===== src/rtl/ysyx_24100006_xbar.sv =====
// ysyx_24100006_xbar
// Single-master, three-slave AXI-lite style crossbar. One transaction is in
// flight at a time. The master request is latched, decoded to a one-hot slave
// select (bit0 SRAM, bit1 CLINT, bit2 UART) and replayed towards that slave;
// the response channel is passed back combinationally. Addresses outside all
// regions are answered locally with a 2'b11 decode-error response.
//
// Ports:
//   clk, reset                 clock, asynchronous active-low reset
//   m_ar*/m_r*                 master read address / read data channels
//   m_aw*/m_w*/m_b*/m_bytes    master write address / data / response channels
//   s_araddr/s_awaddr/s_wdata  latched address and data, broadcast to slaves
//   s_bytes                    latched write byte mask, broadcast to slaves
//   s_*valid/s_*ready          per-slave handshakes, one bit per slave
//   s_rdata/s_rresp/s_bresp    per-slave response buses, slave i in slice i
module ysyx_24100006_xbar #(
  parameter logic [31:0] SRAM_BASE  = 32'h8000_0000,
  parameter logic [31:0] SRAM_SIZE  = 32'h0800_0000,
  parameter logic [31:0] CLINT_BASE = 32'ha000_0048,
  parameter logic [31:0] CLINT_SIZE = 32'h0000_0008,
  parameter logic [31:0] UART_BASE  = 32'ha000_03f8,
  parameter logic [31:0] UART_SIZE  = 32'h0000_0008
) (
  input  logic        clk,
  input  logic        reset,
  input  logic [31:0] m_araddr,
  input  logic [31:0] m_awaddr,
  input  logic [31:0] m_wdata,
  input  logic [7:0]  m_bytes,
  input  logic        m_arvalid,
  input  logic        m_rready,
  input  logic        m_awvalid,
  input  logic        m_wvalid,
  input  logic        m_bready,
  output logic        m_arready,
  output logic        m_rvalid,
  output logic        m_awready,
  output logic        m_wready,
  output logic        m_bvalid,
  output logic [31:0] m_rdata,
  output logic [1:0]  m_rresp,
  output logic [1:0]  m_bresp,
  output logic [31:0] s_araddr,
  output logic [31:0] s_awaddr,
  output logic [31:0] s_wdata,
  output logic [7:0]  s_bytes,
  output logic [2:0]  s_arvalid,
  output logic [2:0]  s_rready,
  output logic [2:0]  s_awvalid,
  output logic [2:0]  s_wvalid,
  output logic [2:0]  s_bready,
  input  logic [2:0]  s_arready,
  input  logic [2:0]  s_rvalid,
  input  logic [2:0]  s_awready,
  input  logic [2:0]  s_wready,
  input  logic [2:0]  s_bvalid,
  input  logic [95:0] s_rdata,
  input  logic [5:0]  s_rresp,
  input  logic [5:0]  s_bresp
);

  typedef enum logic [2:0] {
    IDLE,
    RADDR,
    RDATA,
    WADDR,
    WRESP,
    RERR,
    WERR
  } state_t;

  state_t      state;
  state_t      state_next;
  logic [2:0]  sel;
  logic        issued;
  logic        aw_done;
  logic        w_done;
  logic [2:0]  ar_sel;
  logic [2:0]  aw_sel;
  logic        ar_hs;
  logic        aw_hs;
  logic        w_hs;
  logic        write_done;
  logic        slave_rvalid;
  logic        slave_bvalid;
  logic [31:0] slave_rdata;
  logic [1:0]  slave_rresp;
  logic [1:0]  slave_bresp;

  // Region hit test done in 33 bits so that BASE+SIZE cannot wrap to zero.
  function automatic logic in_region(input logic [31:0] addr,
                                     input logic [31:0] base,
                                     input logic [31:0] size);
    logic [32:0] a;
    logic [32:0] lo;
    logic [32:0] hi;
    a  = {1'b0, addr};
    lo = {1'b0, base};
    hi = lo + {1'b0, size};
    return (a >= lo) && (a < hi);
  endfunction

  function automatic logic [2:0] decode(input logic [31:0] addr);
    return {in_region(addr, UART_BASE, UART_SIZE),
            in_region(addr, CLINT_BASE, CLINT_SIZE),
            in_region(addr, SRAM_BASE, SRAM_SIZE)};
  endfunction

  assign ar_sel = decode(m_araddr);
  assign aw_sel = decode(m_awaddr);

  assign ar_hs = |(s_arvalid & s_arready);
  assign aw_hs = |(s_awvalid & s_awready);
  assign w_hs  = |(s_wvalid & s_wready);

  // The address and data handshakes may finish on different cycles, so each
  // is remembered separately; the write phase ends once both have happened.
  assign write_done = issued && (aw_done || aw_hs) && (w_done || w_hs);

  assign slave_rvalid = |(s_rvalid & sel);
  assign slave_bvalid = |(s_bvalid & sel);

  // Response mux from the selected slave; sel is one-hot so OR-ing is safe.
  always_comb begin
    slave_rdata = '0;
    slave_rresp = '0;
    slave_bresp = '0;
    for (int i = 0; i < 3; i++) begin
      if (sel[i]) begin
        slave_rdata = slave_rdata | s_rdata[32*i +: 32];
        slave_rresp = slave_rresp | s_rresp[2*i +: 2];
        slave_bresp = slave_bresp | s_bresp[2*i +: 2];
      end
    end
  end

  // State register.
  always_ff @(posedge clk or negedge reset) begin
    if (!reset) begin
      state <= IDLE;
    end else begin
      state <= state_next;
    end
  end

  // Next-state logic; a pending read always takes priority over a write.
  always_comb begin
    state_next = state;
    case (state)
      IDLE: begin
        if (m_arvalid) begin
          state_next = (|ar_sel) ? RADDR : RERR;
        end else if (m_awvalid && m_wvalid) begin
          state_next = (|aw_sel) ? WADDR : WERR;
        end
      end
      RADDR: begin
        if (ar_hs) state_next = RDATA;
      end
      RDATA: begin
        if (slave_rvalid && m_rready) state_next = IDLE;
      end
      WADDR: begin
        if (write_done) state_next = WRESP;
      end
      WRESP: begin
        if (slave_bvalid && m_bready) state_next = IDLE;
      end
      RERR: begin
        if (m_rready) state_next = IDLE;
      end
      WERR: begin
        if (m_bready) state_next = IDLE;
      end
      default: state_next = IDLE;
    endcase
  end

  // Response-side outputs are a combinational pass-through of the selected
  // slave, or a locally generated decode error; zero in every other state.
  always_comb begin
    m_rvalid = 1'b0;
    m_rdata  = '0;
    m_rresp  = '0;
    m_bvalid = 1'b0;
    m_bresp  = '0;
    s_rready = '0;
    s_bready = '0;
    case (state)
      RDATA: begin
        m_rvalid = slave_rvalid;
        m_rdata  = slave_rdata;
        m_rresp  = slave_rresp;
        s_rready = sel & {3{m_rready}};
      end
      WRESP: begin
        m_bvalid = slave_bvalid;
        m_bresp  = slave_bresp;
        s_bready = sel & {3{m_bready}};
      end
      RERR: begin
        m_rvalid = 1'b1;
        m_rresp  = 2'b11;
      end
      WERR: begin
        m_bvalid = 1'b1;
        m_bresp  = 2'b11;
      end
      default: begin
      end
    endcase
  end

  // Request latching and slave-side valids. The master ready pulses last one
  // cycle; slave valids rise the cycle after entering RADDR/WADDR and each
  // drops as soon as its own handshake completes.
  always_ff @(posedge clk or negedge reset) begin
    if (!reset) begin
      m_arready <= 1'b0;
      m_awready <= 1'b0;
      m_wready  <= 1'b0;
      s_araddr  <= '0;
      s_awaddr  <= '0;
      s_wdata   <= '0;
      s_bytes   <= '0;
      s_arvalid <= '0;
      s_awvalid <= '0;
      s_wvalid  <= '0;
      sel       <= '0;
      issued    <= 1'b0;
      aw_done   <= 1'b0;
      w_done    <= 1'b0;
    end else begin
      m_arready <= 1'b0;
      m_awready <= 1'b0;
      m_wready  <= 1'b0;
      case (state)
        IDLE: begin
          if (m_arvalid) begin
            s_araddr  <= m_araddr;
            sel       <= ar_sel;
            m_arready <= 1'b1;
          end else if (m_awvalid && m_wvalid) begin
            s_awaddr  <= m_awaddr;
            s_wdata   <= m_wdata;
            s_bytes   <= m_bytes;
            sel       <= aw_sel;
            m_awready <= 1'b1;
            m_wready  <= 1'b1;
          end
        end
        RADDR: begin
          if (s_arvalid == 3'b000) begin
            s_arvalid <= sel;
          end else if (ar_hs) begin
            s_arvalid <= '0;
          end
        end
        WADDR: begin
          if (!issued) begin
            s_awvalid <= sel;
            s_wvalid  <= sel;
            issued    <= 1'b1;
          end else begin
            if (aw_hs) begin
              s_awvalid <= '0;
              aw_done   <= 1'b1;
            end
            if (w_hs) begin
              s_wvalid <= '0;
              w_done   <= 1'b1;
            end
            if (write_done) begin
              issued  <= 1'b0;
              aw_done <= 1'b0;
              w_done  <= 1'b0;
            end
          end
        end
        default: begin
        end
      endcase
    end
  end

endmodule


===== config.mk =====
export PLATFORM = sky130hd
export DESIGN_NAME = ysyx_24100006_xbar
export DESIGN_NICKNAME = d
export VERILOG_FILES = /design/src/rtl/ysyx_24100006_xbar.sv
export SDC_FILE = /design/constraint.sdc
export NUM_CORES = 1
export LEC_CHECK = 0
export CORE_AREA = 2 2 152 154
export DETAILED_ROUTE_END_ITERATION = 8
export DIE_AREA = 0 0 154 156
export DONT_BUFFER_PORTS = 1
export MAX_ROUTING_LAYER = met4
export PLACE_DENSITY = 0.36
export SETUP_SLACK_MARGIN = 0.1
export SLEW_MARGIN = 20
export SYNTH_ARGS = -nofsm -noshare
export SYNTH_HDL_FRONTEND = slang
export SYNTH_SLANG_ARGS = --single-unit

===== constraint.sdc =====
create_clock -name clk -period 2.5 [get_ports clk]
set_input_delay 0.25 -clock clk [delete_from_list [all_inputs] [get_ports clk]]
set_output_delay 0.25 -clock clk [all_outputs]
set_load 0.05 [all_outputs]

== Yosys cells after proc, flatten, opt, wreduce, memory -nomap -nowiden ==
Index checks and enable logic that the tools add are counted.

* $lt $le $gt $ge: 12
* Equal/unequal tests: 15
* Mux-type cells: 46
* Bitwise logic cells: 14
* Reductions and logical operators: 35

{| class="wikitable"
|+ Operators by type and width
! cell !! number
|-
| greater-or-equal comparator 32 bit (second input constant) || 6
|-
| less-than comparator 32 bit (second input constant) || 6
|-
| two-way mux 32 bit || 4
|-
| OR 32 bit || 2
|-
| two-way mux 3 bit || 20
|-
| bitwise AND 3 bit || 7
|-
| case mux 3 bit (7 select lines) || 1
|-
| OR reduction 3 bit || 7
|-
| two-way mux 2 bit || 6
|-
| inequality test 2 bit (second input constant) || 6
|-
| logical AND 1 bit || 11
|-
| two-way mux 1 bit || 11
|-
| AND reduction 2 bit || 5
|-
| == test 3 bit (second input constant) || 3
|-
| AND reduction 3 bit || 3
|-
| OR 2 bit || 4
|-
| case mux 2 bit (2 select lines) || 2
|-
| nonzero test 2 bit || 4
|-
| AND reduction 7 bit || 1
|-
| == test 3 x 2 -> 1 bit (second input constant) || 2
|-
| zero test 3 bit || 2
|-
| inequality test 2 x 1 -> 1 bit (second input constant) || 2
|-
| case mux 1 bit (2 select lines) || 2
|-
| == test 3 x 1 -> 1 bit (second input constant) || 1
|-
| 3 further kinds || 4
|}

* Bits in registers: 124
* Input port bits: 234
* Output and inout bits: 160

== Depth between registers and ports, before layout ==
* Depth in word-level cells: 7
* Gate-level depth with buffers: 7
* Mapped depth without buffers: 5

== Worst setup path before layout ==
OpenSTA, ideal clock, no wires.

* Path type: register to output
* Start: reg state[2]
* End: out m_rresp[0]
* Arrival: 2.127 ns
* Required time: 2.250 ns
* Setup slack: 0.123 ns
* Cell stages (with the launch flop): 5
* Cell sequence: dfrtp_1 -> buf_4 -> or3b_1 -> buf_6 -> o21ai_0

* Cells in the longest elaborated chain, start to end: 2
* Elaborated cells between the ends (all ways): 3

{| class="wikitable"
|+ Ends and longest elaborated chain
! what !! RTL line !! text
|-
| start: declaration || 72 || <nowiki>state_t state;</nowiki>
|-
| start signal: assignment || 142 || <nowiki>state <= state_next;</nowiki>
|-
| == test 3 bit or == test 3 x 2 -> 1 bit (tied branches) || 189 || <nowiki>case (state)</nowiki>
|-
| case mux 2 bit (2 select lines) * || 189 ||
|-
| end: declaration || 41 || <nowiki>output logic [1:0] m_rresp,</nowiki>
|}

Every way passes the cells marked *; elsewhere a longest branch is shown, timed or not.

== Worst setup path in the final report ==
* Start: reg state[2]
* End: out m_rdata[12]

* Cells in the longest elaborated chain, start to end: 2

{| class="wikitable"
|+ Ends and longest elaborated chain
! what !! RTL line !! text
|-
| == test 3 x 2 -> 1 bit || 189 ||
|-
| two-way mux 32 bit || 189 ||
|-
| end: declaration || 40 || <nowiki>output logic [31:0] m_rdata,</nowiki>
|}

No other way between the ends.

==> results.yml <==
yosys:
  synth.most_common_cell: "dfrtp_1"
  seq_area_frac_synth: 0.545
  yosys_warnings: 0
  synthArstFlopShare: 1.00
  synth.net_count: 701
  syn_area_per_cell_um2: 12.2
  synth_top_area_frac: 0.545
  synthTopCellsByArea: "dfrtp_1 55%, mux2_2 21%, a222oi_1 6.7%"
  synth_area_leader_cell: "dfrtp_1"
  synth_flop_cell: "dfrtp_1"
  synth_edf_count: 0
  synthTopCellsByCount: "124 x dfrtp_1, 104 x mux2_2, 45 x nor2_1, 38 x a222oi_1, 28 x nand2_1"
  syn-instance-count: 467
  synth.cell_area_um2: 5690
  synth_cell_types: 40
  yosys_register_bits: 124
clocking:
  clock-sinks: 124
  cts_made_buffers: 17
  cts_root_buf: "clkbuf_16"
  cts.hold.buffers_added: 104
  cts_tree: "built"
  cts.clk_slew.worst_paths_ps: 60
  clk_latency_ps: 410
  cts_resized: 0
  clockBufferDepth: 2
  cts_htree_levels: 4
  cts_setup_buffers: 0
placement:
  dpl.hpwl_um: 15700
  gp_congestion: 0.900
  io_buffers: 0
route:
  m1WireLength_um: 7190
  top_layer_used: "met4"
  routed-via-count: 4749
  met3_length_um: 2290
  met2_length_um: 11300
  remaining_drc_errors: 0
  dr.pass1.iters: 6
  ant_nets: 0
  viasPerCell: 5.14
  wl_um: 21600
  routedWlPerCell_um: 23.4
  drt-initial-drc-count: 396
setup_path:
  timing_worst_setup_path_type: "flop to output pin"
  end_kind: "output pin"
  cp_num_buf_inv: 2
  cp_slowest_stage_delay_ps: 480
  cp_cell_sequence: "or3b_1 -> buf_4 -> nor2_1 -> buf_4"
  cpMostUsedCell: "buf_4"
  critical_path.max_fanout: 35
  worst_ep_arrival_time_ps: 2020
  start_kind: "flop"
  required_ps: 2250
  cp_top_family: "simple AND/OR/NAND/NOR gates"
  slowest_stage: "dfrtp_1"
floorplan:
  dieArea_um2: 24000
  boundaryPins: 394
  fp.coreArea_um2: 22400
  start_util: 0.255
  die_h_um: 156
  die_w_um: 154
  num_rows: 55
finish:
  nNetsFinal: 847
  area_delta_synth_final_pct: 40.9
  drive_gt1_frac: 0.318
timing:
  finalSetupTns_ps: 0
  hold_ws_ps: -469
  layout_min_cycle_time_ps: 2270
  fin_skew_ps: 15.2
  tightest_slew_ps: 882
  rsz0062_at_grt: "no"
  final_hold_viol_count: 124
  fmax_mhz: 441
  slew_viol_final: 0
  post-route-period-util: 0.908
  maxSlewHeadroom: 0.413
  setup_viol: 0
pwr:
  pwr-share-comb: 0.286
  seqPwrFrac: 0.520
  ir_drop_mv: 0.719
  p_int_mw: 6.06
  clockPowerShare: 0.194
  powerDensity_nw_per_um2: 1630
  p_switching_mw: 7.04
  p_leak_nw: 3.39
  switching_share: 0.537
  finalPower_mw: 13.1
global_routing:
  antenna_found_initial: 13
  grt_use_total: 0.179
  grt_pass1_vias: 5111
  overflow: 0
  grt_pass1_wl_um: 31000
  grt_max_degree: 125
status:
  violations: "negative hold slack"
  outcome: "finished, violations left"
job:
  cap_violations: 0
min_path:
  hold_path.class: "input pin to asynchronous set/reset pin"
[flip-flops by register name, summed over array words and instances (netlist names), 8 cells and up]
register  count
s_araddr     32
s_awaddr     32
s_bytes       8
s_wdata      32
[path summary, 6_finish.rpt]
path                             startpoint            to  slack (ps)  cells after the start
min in group clk                m_awaddr[4]        sel[2]          40                      2
worst max register to register     state[2]   s_wdata[27]         340                      4
worst min register to register       w_done        w_done         540                      2
worst min-delay path                  reset  s_araddr[19]        -470                      0
max in group asynchronous             reset        sel[0]        2670                      0
worst max-delay path               state[2]   m_rdata[12]         230                      4
[cell families after synthesis]
kind of cell | count (synthesis) | share of synthesized area
AND/OR/NAND/NOR | 121 | 0.104
AO/OA/AOI/OAI | 77 | 0.111
flip-flops | 124 | 0.545
buffers and inverters | 40 | 0.0330
multiplexers | 105 | 0.207
[cell usage in the layout (no fill, tap or decap), drive strengths merged, types with 3 or more instances in the layout]
cell | netlist | final
a21oi | 17 | 17
a222oi | 38 | 38
a22o | 4 | 4
a22oi | 3 | 3
a31oi | 3 | 3
and2 | 3 | 3
and3 | 4 | 4
buf | 19 | 58
clkbuf | 16 | 17
clkinv | 0 | 3
dfrtp | 124 | 124
diode | 0 | 13
dlygate4sd3 | 0 | 104
inv | 5 | 14
mux2 | 104 | 104
nand2 | 28 | 28
nand3 | 4 | 4
nand3b | 3 | 3
nand4 | 3 | 3
nor2 | 45 | 45
nor3 | 5 | 5
nor3b | 3 | 3
nor4 | 8 | 8
nor4b | 4 | 4
o21ai | 5 | 5
[worst reg2reg max path, stage by stage (launching register included)]
cell and delay (ps):
dfrtp_1 480, or3_1 500, nor3_2 270, buf_12 360
mux2_2 450
[metal layers]
metal	track usage	vias up
met3	0.0797	38
met5	-	-
met4	0.0926	0
met2	0.310	295
met1	0.168	2337
li1	-	2079
[layout make-up]
| type | instances | area [um2] |
|---|---|---|
| fillers | 2200 | 14300 |
| flip-flops and latches | 124 | 3100 |
| multi-input cells | 303 | 2410 |
| repair buffers | 162 | 1500 |
| clock buffers | 17 | 425 |
| well taps | 285 | 357 |
| clock inverters | 15 | 176 |
| diodes | 13 | 32.5 |
| inverters | 5 | 18.8 |
[stage by stage]
stage	instances	util	hold slack, ps	cell area, um2	setup slack, ps
finish	924	0.359	-469	8020	231
global placement	775	0.284	-42.8	6350	369
detailed placement	775	0.284	-42.4	6350	329
global route	924	0.359	-496	8020	99.7
floorplan	467	-	-45.6	5690	123
CTS	911	0.357	-492	7990	202
[power by group through the flow]
stage | clock network (mW) | registers [mW] | logic (mW)
global route | 2.71 | 6.94 | 4.03
global placement | 0 | 6.86 | 3.53
floorplan | 0 | 6.72 | 2.67
detailed placement | 0 | 6.83 | 3.64
CTS | 2.62 | 6.82 | 3.76
finish | 2.54 | 6.81 | 3.75
No activity file was read; power rests on OpenSTA's default activity.
